`src/rtl/pal_cfg_loader_if.sv`:
```
// Byte-stream handshake between the host-side pin logic and the PAL
// configuration loader.
//   byte_data  : configuration byte, bit 0 is shifted into the chain first
//   byte_valid : byte_data is valid
//   byte_ready : loader takes the byte this cycle (valid & ready = transfer)
// Modports: master = byte source (host side), slave = loader.
interface pal_cfg_loader_if;
  logic [7:0] byte_data;
  logic       byte_valid;
  logic       byte_ready;

  modport master (output byte_data, output byte_valid, input byte_ready);
  modport slave  (input byte_data, input byte_valid, output byte_ready);
endinterface

```
`src/rtl/pal_cfg_loader.sv`:
```
// Configuration sequencer for the PAL fabric. It takes the configuration
// bitstream as bytes and serialises it LSB-first onto the PAL's one-bit cfg
// chain. It drives one paced shift strobe per bit. After CFG_BITS bits it
// pulses cfg_apply (PAL enable) and reports done.
//
// Ports:
//   clk, res_n  : clock (rising edge), asynchronous active-low reset
//   start       : level-sampled, begins a load from IDLE or DONE
//   abort       : returns to IDLE from any state, no apply is issued
//   byte_if     : byte stream (slave side of pal_cfg_loader_if)
//   cfg_data    : serial bit to the PAL cfg input
//   cfg_shift   : one-cycle strobe, the PAL shifts cfg_data when high
//   cfg_apply   : one-cycle pulse after the last bit, drives PAL en
//   busy        : high in LOAD, SHIFT, CHECK and APPLY
//   done        : high in DONE
//   bit_count   : bits shifted so far in the current load
//   crc_err     : (PAL_CFG_CRC_EN only) CRC byte mismatch, held until start
//
// Build option: define PAL_CFG_CRC_EN to add a CRC-8 check (poly 0x07, init 0)
// over the shifted bits. The host sends one CRC byte after the last config
// bit. The chain is applied only if that byte matches the computed CRC.
module pal_cfg_loader #(
  parameter int NUM_INPUTS              = 8,
  parameter int NUM_INTERMEDIATE_STAGES = 18,
  parameter int NUM_OUTPUTS             = 6,
  parameter int CFG_BITS  = 2*NUM_INPUTS*NUM_INTERMEDIATE_STAGES
                            + NUM_INTERMEDIATE_STAGES*NUM_OUTPUTS,
  parameter int SHIFT_DIV = 2,
  localparam int CNT_W    = $clog2(CFG_BITS+1)
) (
  input  logic              clk,
  input  logic              res_n,
  input  logic              start,
  input  logic              abort,
  pal_cfg_loader_if.slave   byte_if,
  output logic              cfg_data,
  output logic              cfg_shift,
  output logic              cfg_apply,
  output logic              busy,
  output logic              done,
  output logic [CNT_W-1:0]  bit_count
`ifdef PAL_CFG_CRC_EN
  ,
  output logic              crc_err
`endif
);

  localparam int               DIV_W    = (SHIFT_DIV > 1) ? $clog2(SHIFT_DIV) : 1;
  localparam logic [DIV_W-1:0] DIV_LAST = DIV_W'(SHIFT_DIV - 1);
  localparam logic [CNT_W-1:0] CFG_LAST = CNT_W'(CFG_BITS - 1);
  localparam logic [CNT_W-1:0] CFG_ALL  = CNT_W'(CFG_BITS);

  typedef enum logic [2:0] {
    S_IDLE,
    S_LOAD,
    S_SHIFT,
    S_APPLY,
    S_DONE
`ifdef PAL_CFG_CRC_EN
    , S_CHECK
`endif
  } state_t;

  state_t           state, state_nxt;
  logic [DIV_W-1:0] div;
  logic [7:0]       shreg;
  logic [3:0]       bits_in_byte;
  logic [3:0]       first_cnt;
  logic [CNT_W-1:0] remaining;
  logic             ready;

`ifdef PAL_CFG_CRC_EN
  logic [7:0] crc;

  // CRC-8, poly x^8+x^2+x+1, one bit per step, MSB-first.
  function automatic logic [7:0] crc8_step(input logic [7:0] c, input logic b);
    logic fb;
    fb = c[7] ^ b;
    return {c[6:0], 1'b0} ^ (fb ? 8'h07 : 8'h00);
  endfunction
`endif

  assign byte_if.byte_ready = ready;

  // The final byte may carry fewer than 8 useful bits. Its high bits are dropped.
  assign remaining = CFG_ALL - bit_count;
  assign first_cnt = (remaining >= CNT_W'(8)) ? 4'd8 : remaining[3:0];

  always_comb begin
    state_nxt = state;
    ready     = 1'b0;
    cfg_shift = 1'b0;
    cfg_apply = 1'b0;
    case (state)
      S_IDLE, S_DONE: if (start) state_nxt = S_LOAD;
      S_LOAD: begin
        ready = 1'b1;
        if (byte_if.byte_valid) state_nxt = S_SHIFT;
      end
      S_SHIFT: begin
        if (div == DIV_LAST) begin
          cfg_shift = 1'b1;
          if (bits_in_byte == 4'd1) begin
`ifdef PAL_CFG_CRC_EN
            state_nxt = (bit_count == CFG_LAST) ? S_CHECK : S_LOAD;
`else
            state_nxt = (bit_count == CFG_LAST) ? S_APPLY : S_LOAD;
`endif
          end
        end
      end
`ifdef PAL_CFG_CRC_EN
      S_CHECK: begin
        ready = 1'b1;
        if (byte_if.byte_valid)
          state_nxt = (byte_if.byte_data == crc) ? S_APPLY : S_DONE;
      end
`endif
      S_APPLY: begin
        cfg_apply = 1'b1;
        state_nxt = S_DONE;
      end
      default: state_nxt = S_IDLE;
    endcase
    // abort wins over everything. It also suppresses the shift, handshake
    // and apply of this cycle, so the PAL never sees a half-taken step.
    if (abort) begin
      state_nxt = S_IDLE;
      ready     = 1'b0;
      cfg_shift = 1'b0;
      cfg_apply = 1'b0;
    end
  end

  assign busy = (state != S_IDLE) && (state != S_DONE);
  assign done = (state == S_DONE);

  always_ff @(posedge clk or negedge res_n) begin
    if (!res_n) begin
      state        <= S_IDLE;
      div          <= '0;
      shreg        <= '0;
      bits_in_byte <= '0;
      bit_count    <= '0;
      cfg_data     <= 1'b0;
`ifdef PAL_CFG_CRC_EN
      crc          <= '0;
      crc_err      <= 1'b0;
`endif
    end else begin
      state <= state_nxt;
      if (abort) begin
        // bit_count is left alone so the abort point stays visible.
        div          <= '0;
        shreg        <= '0;
        bits_in_byte <= '0;
      end else begin
        case (state)
          S_IDLE, S_DONE: begin
            if (start) begin
              bit_count <= '0;
`ifdef PAL_CFG_CRC_EN
              crc       <= '0;
              crc_err   <= 1'b0;
`endif
            end
          end
          S_LOAD: begin
            if (byte_if.byte_valid) begin
              shreg        <= byte_if.byte_data;
              bits_in_byte <= first_cnt;
              div          <= '0;
              // Present bit 0 straight away so it has setup before its strobe.
              cfg_data     <= byte_if.byte_data[0];
            end
          end
          S_SHIFT: begin
            if (div == DIV_LAST) begin
              div          <= '0;
              shreg        <= {1'b0, shreg[7:1]};
              bit_count    <= bit_count + 1'b1;
              bits_in_byte <= bits_in_byte - 4'd1;
`ifdef PAL_CFG_CRC_EN
              crc          <= crc8_step(crc, shreg[0]);
`endif
              // cfg_data changes only after the strobe edge, so it holds through the strobe.
              if (bits_in_byte != 4'd1) cfg_data <= shreg[1];
            end else begin
              div <= div + 1'b1;
            end
          end
`ifdef PAL_CFG_CRC_EN
          S_CHECK: begin
            if (byte_if.byte_valid && (byte_if.byte_data != crc)) crc_err <= 1'b1;
          end
`endif
          default: ;
        endcase
      end
    end
  end

endmodule

```
`src/flat_wrapper.sv`:
```
// flat-port wrapper written by rule: the top's interface ports become plain ports
module pal_cfg_loader_flat 
#(
  parameter int NUM_INPUTS              = 8,
  parameter int NUM_INTERMEDIATE_STAGES = 18,
  parameter int NUM_OUTPUTS             = 6,
  parameter int CFG_BITS  = 2*NUM_INPUTS*NUM_INTERMEDIATE_STAGES
                            + NUM_INTERMEDIATE_STAGES*NUM_OUTPUTS,
  parameter int SHIFT_DIV = 2,
  localparam int CNT_W    = $clog2(CFG_BITS+1)
)
  (clk, res_n, start, abort, cfg_data, cfg_shift, cfg_apply, busy, done, bit_count, byte_if_byte_data, byte_if_byte_valid, byte_if_byte_ready);
  pal_cfg_loader_if byte_if_i ();
  input  logic clk;
  input  logic res_n;
  input  logic start;
  input  logic abort;
  output logic cfg_data;
  output logic cfg_shift;
  output logic cfg_apply;
  output logic busy;
  output logic done;
  output logic [CNT_W-1:0] bit_count;
  input wire logic [$bits(byte_if_i.byte_data)-1:0] byte_if_byte_data;
  input wire logic [$bits(byte_if_i.byte_valid)-1:0] byte_if_byte_valid;
  output wire logic [$bits(byte_if_i.byte_ready)-1:0] byte_if_byte_ready;
  assign byte_if_i.byte_data = byte_if_byte_data;
  assign byte_if_i.byte_valid = byte_if_byte_valid;
  assign byte_if_byte_ready = byte_if_i.byte_ready;
  pal_cfg_loader #(.NUM_INPUTS(NUM_INPUTS), .NUM_INTERMEDIATE_STAGES(NUM_INTERMEDIATE_STAGES), .NUM_OUTPUTS(NUM_OUTPUTS), .CFG_BITS(CFG_BITS), .SHIFT_DIV(SHIFT_DIV)) u_core (.clk(clk), .res_n(res_n), .start(start), .abort(abort), .byte_if(byte_if_i), .cfg_data(cfg_data), .cfg_shift(cfg_shift), .cfg_apply(cfg_apply), .busy(busy), .done(done), .bit_count(bit_count));
endmodule
```
`config.mk`:
```
export PLATFORM = sky130hd
export DESIGN_NAME = pal_cfg_loader_flat
export DESIGN_NICKNAME = d
export VERILOG_FILES = /design/src/rtl/pal_cfg_loader_if.sv /design/src/rtl/pal_cfg_loader.sv /design/src/flat_wrapper.sv
export SDC_FILE = /design/constraint.sdc
export NUM_CORES = 1
export LEC_CHECK = 0
export CORE_UTILIZATION = 44
export DETAILED_ROUTE_END_ITERATION = 10
export PLACE_DENSITY_LB_ADDON = 0.2
export SLEW_MARGIN = 5
export SYNTH_ARGS = -nofsm -noshare
export SYNTH_HDL_FRONTEND = slang
export SYNTH_SLANG_ARGS = --single-unit
```
`constraint.sdc`:
```
create_clock -name clk -period 2.6 [get_ports clk]
set_clock_uncertainty 0.05 [all_clocks]
set_input_delay 0.65 -clock clk [delete_from_list [all_inputs] [get_ports clk]]
set_output_delay 0.65 -clock clk [all_outputs]
set_load 0.02 [all_outputs]
```
Yosys cells after proc, flatten, opt, wreduce, memory -nomap -nowiden
Index checks and enable logic that the tools add are counted.
- RAM bits: 0
- word-level logic and storage cells: 74
- register bits: 26
- memories kept: 0
- output and inout port bits: 15
- bits in latches: 0
- input port bits: 13
- ROM bits: 0
- shift operators: 0
- bitwise gates (word level): 1
- divide/modulo/power cells: 0
- $add $sub $neg: 4
- equality and inequality tests: 16
- magnitude comparators: 1
- multiply operators: 0
- reduce and logical (&&, ||, !) cells: 12
- mux-type cells: 34
- operators with widths (operator ; number):
    8-bit 2-to-1 mux ; 3
    9-bit 2-to-1 mux ; 2
    9-bit case mux with 2 select lines ; 1
    4-bit 2-to-1 mux ; 4
    8-bit case mux with 2 select lines ; 1
    3-bit 2-to-1 mux ; 5
    1-bit 2-to-1 mux ; 13
    3-bit case mux with 4 select lines ; 1
    9-bit by 1-bit adder with 9-bit output, second input constant ; 1
    9-bit == test, second input constant ; 1
    9-bit by 4-bit >= comparator with 1-bit output, second input constant ; 1
    3-bit inequality test, second input constant ; 3
    9-bit subtractor, first input constant ; 1
    4-bit case mux with 2 select lines ; 1
    4-bit AND reduction ; 2
    3-bit by 2-bit == test with 1-bit output, second input constant ; 2
    3-bit by 2-bit inequality test with 1-bit output, second input constant ; 2
    3-bit nonzero test ; 2
    5-bit AND reduction ; 1
    4-bit by 1-bit == test with 1-bit output, second input constant ; 1
    2-bit by 1-bit inequality test with 1-bit output, second input constant ; 2
    2-bit inequality test, second input constant ; 2
    4-bit by 1-bit inequality test with 1-bit output, second input constant ; 1
    1-bit case mux with 2 select lines ; 2
    12 further kinds ; 13

Depth between registers and ports, before layout
- depth in word-level cells: 6
- mapped depth: 8
- depth with buffers taken out: 7

Least setup slack after synthesis
OpenSTA, ideal clock, no wires.
- path type: reg-to-reg
- from: register u_core.bit_count[0]
- to: register u_core.bits_in_byte[3]
- data arrival time: 1.954 ns
- cell stages (with the launch flop): 9
- slack: 0.470 ns
- clock period less this slack: 2.130 ns
- data required time: 2.424 ns
- path through: dfrtp_1 -> buf_6 -> inv_1 -> ha_1 -> or3b_1 -> a21boi_1 -> o21ai_1 -> a22o_1 -> a221o_1
- word-level cells in the longest chain between the ends: 6
- ends and longest elaborated chain (what ; RTL line ; source):
    from (decl) ; pal_cfg_loader.sv:41 ; output logic [CNT_W-1:0] bit_count
    from (signal assigned) ; pal_cfg_loader.sv:181 ; bit_count <= bit_count + 1'b1;
    9-bit subtractor * ; pal_cfg_loader.sv:86 ; assign remaining = CFG_ALL - bit_count;
    9-bit by 4-bit >= comparator with 1-bit output ; pal_cfg_loader.sv:87 ; assign first_cnt = (remaining >= CNT_W'(8)) ? 4'd8 : remaining[3:0];
    4-bit 2-to-1 mux * ; pal_cfg_loader.sv:87 ;
    4-bit 2-to-1 mux * ; pal_cfg_loader.sv:169 ; if (byte_if.byte_valid) begin
    4-bit case mux with 2 select lines * ; pal_cfg_loader.sv:158 ; case (state)
    4-bit 2-to-1 mux * ; pal_cfg_loader.sv:152 ; if (abort) begin
    to (signal assigned) ; pal_cfg_loader.sv:171 ; bits_in_byte <= first_cnt;
    to (signal assigned) ; pal_cfg_loader.sv:182 ; bits_in_byte <= bits_in_byte - 4'd1;
    to (decl) ; pal_cfg_loader.sv:67 ; logic [3:0] bits_in_byte;
Mark *: on every way between the ends. The rest lies on a longest branch, timed or not. The select of a mux whose other input is x is not followed.
A chain may end at the register's enable or synchronous reset.

Worst setup path in the final report
- from: register u_core.state[2]
- to: output port cfg_apply
- word-level cells in the longest chain between the ends: 3
- ends and longest elaborated chain (what ; RTL line ; source):
    from (decl) ; pal_cfg_loader.sv:64 ; state_t state, state_nxt;
    from (signal assigned) ; pal_cfg_loader.sv:151 ; state <= state_nxt;
    3-bit by 2-bit == test with 1-bit output ; pal_cfg_loader.sv:94 ; case (state)
    1-bit 2-to-1 mux ; pal_cfg_loader.sv:94 ;
    1-bit 2-to-1 mux ; pal_cfg_loader.sv:127 ; if (abort) begin
    to (decl) ; flat_wrapper.sv:20 ; output logic cfg_apply;
Every way passes these cells.

==> out/qor.yml <==
reg2regPathDepth: 7
syn-num-nets: 198
clock_sinks: 25
vias: 1462
io_pins: 28
ys_types: 47
crit_required_ns: 1.90
route.detailed.wl_per_inst_um: 13.8
drt_iter0_markers: 96
io_buffers: 27
path_max_fanout: 8
dieArea_sq_um: 3790
gp_congestion: 0.844
antennaDiodeCount: 0
ant_nets: 0
layout_commonest_cell: "dfrtp_1"
multiInputGateArea_sq_um: 843
num_rows: 21
setup_viol: 0
post-place-cells: 256
final_area_sq_um: 1940
yosys-top-cells-area: "dfrtp_1 (40%), o21ai_0 (7.0%), nand2_1 (5.3%)"
hold_viol_final: 0
fmax_mhz: 410
path_class: "flip-flop to primary output"
setup_tns_ns: 0
fp.dieW_um: 61.6
p_per_area_nw_per_um2: 561
synth_warnings: 0
grt_pass1_vias: 1281
netlist_area_sq_um: 1560
grt_overflow: 0
critical_path_arrival_ns: 1.74
hold_buffers: 0
cts_buffers: 3
syn_inst: 180
drc: 0
p_leak_nw: 0.844
htree_levels: 1
cts_tree: "built"
synth_seq_cells: 25
cts_buffer_depth: 2
total_power_mw: 1.09
avgSynthCellArea_sq_um: 8.68
start_kind: "flip-flop"
min_path_cells: 2
clkLatencyLatePin_ns: 0.32
die_y_um: 61.6
nNetsFinal: 233
ys.flop_type: "dfrtp_1"
stdcell_count: 260
cts-root-buf: "clkbuf_4"
hold_ws_ns: 0.451
worstHoldPathType: "flip-flop to flip-flop"
rsz0062_at_grt: "false"
cap_viol_max_count: 0
core_area_sq_um: 3360
max_slew.worst_pin.slew_ns: 0.443
post_cts_buffers: 0
start_util_pct: 46.5
dp_hpwl_um: 2690
synth_seq_area_share_pct: 40.0
drive_gt1_share_pct: 10.3
status: "completed"
slew_viol_final: 0
ir_drop_v: 0.000273
fillerInstances: 331
relSlewSlack_pct: 70.4
placed_cell_area_sq_um: 1910
synth_top_cell_by_area: "dfrtp_1"
clkSlewWorstSetupHoldPaths_ns: 0.14
synth_edf_count: 0
synth_top_area_share_pct: 40.0
area_growth_pct: 23.9
cp-end-kind: "primary output"
finalCritPeriodShare_pct: 93.8
routed_via_density: 5.62
firstDrtPassIters: 4
async_reset_ff_share_pct: 100
final_cell_mix: "dfrtp_1 (24), clkdlybuf4s50_1 (23), nand2_1 (22), o21ai_0 (22), nor2_1 (18)"
fin_crit_ns: 2.44
area.sequential_sq_um: 627
grt_pass1_wl_um: 5750
antenna_found_initial: 0
grt_usage_pct: 20.7
wl_um: 3580
grt_max_degree: 26
==> Yosys cell counts, types with 2 or more instances <==
cell type and count:
a21oi_1 7, or2_2 2, nor2_1 18, a22o_1 3
nand2_1 22, a31oi_1 3, buf_6 2, nor3b_1 3
inv_1 8, mux2i_1 7, o31ai_1 3, o21ai_0 22
and3_1 3, ha_1 5, dfrtp_1 25, xnor2_1 2
buf_4 2, nor3_1 5, o41ai_1 2, nand2b_1 3
nand3_1 6, clkbuf_1 2
==> cells by family (layout without fill, tap and decap cells) <==
family | Yosys count | after routing | synth area share (%)
AO/OA/AOI/OAI | 54 | 54 | 21.9
adder cells (fa/ha/maj) | 5 | 5 | 4.00
AND/OR/NAND/NOR | 71 | 71 | 22.4
multiplexers | 7 | 7 | 4.48
flip-flops | 25 | 25 | 40.0
XOR/XNOR | 2 | 2 | 1.12
buffers and inverters | 16 | 50 | 6.00
==> power by group <==
group	total, mW	internal (mW)	switching [mW]
clock	0.174	0.0576	0.117
combinational	0.424	0.201	0.223
sequential	0.490	0.436	0.0534
==> cell type report <==
cell class	count	area share (%)
clock inverter	1	0.258
inverter	8	1.55
tap	46	2.97
multi-input combinational	139	43.5
clock buffer	3	1.16
timing repair buffer	38	18.2
sequential	25	32.4
==> critical path, stage by stage (launching register included) <==
cell           delay, ns
dfrtp_1             0.48
inv_1               0.22
nand2_1             0.11
nor3b_1             0.25
dlygate4sd2_1       0.37
==> metal layers <==
metal  global-route usage [%]  vias to the layer above  routed length, um
met5                        0                        -                  0
met4                     10.2                        0                 55
met3                     2.31                        6                177
met2                     32.7                       48               1720
met1                     28.1                      696               1630
li1                         -                      712                  -
==> registers in the layout, summed over array words and instances, names as in the netlist <==
signal,flops
u_core.bit_count,9
u_core.shreg,7
u_core.bits_in_byte,4
u_core.state,3
u_core.cfg_data,1
u_core.div,1
==> metrics by stage <==
| stage | setup slack, ns | utilization [%] |
|---|---|---|
| floorplan | 0.470 | - |
| global placement | -0.0869 | 56.8 |
| detailed placement | -0.101 | 56.8 |
| CTS | 0.0497 | 57.5 |
| global route | 0.0269 | 57.6 |
| finish | 0.160 | 57.6 |
==> repair_timing <==
action / 4_1_cts / 5_1_grt
gates cloned: 0 / 0
endpoints found under the setup margin: 3 / 1
endpoints found under the hold margin: 0 / 0
gates resized for setup: 4 / 1
==> final timing paths <==
check	end	start	slack (ns)
min in group asynchronous	u_core.bits_in_byte[3]	res_n	0.63
worst max register to register	u_core.bits_in_byte[3]	u_core.bit_count[0]	0.42
worst max-delay path	cfg_apply	u_core.state[2]	0.16
worst min-delay path	u_core.shreg[2]	u_core.shreg[2]	0.45
worst min register to register	u_core.shreg[2]	u_core.shreg[2]	0.45
max in group asynchronous	u_core.state[0]	res_n	1.62
Power figures use the tool's default switching activity.
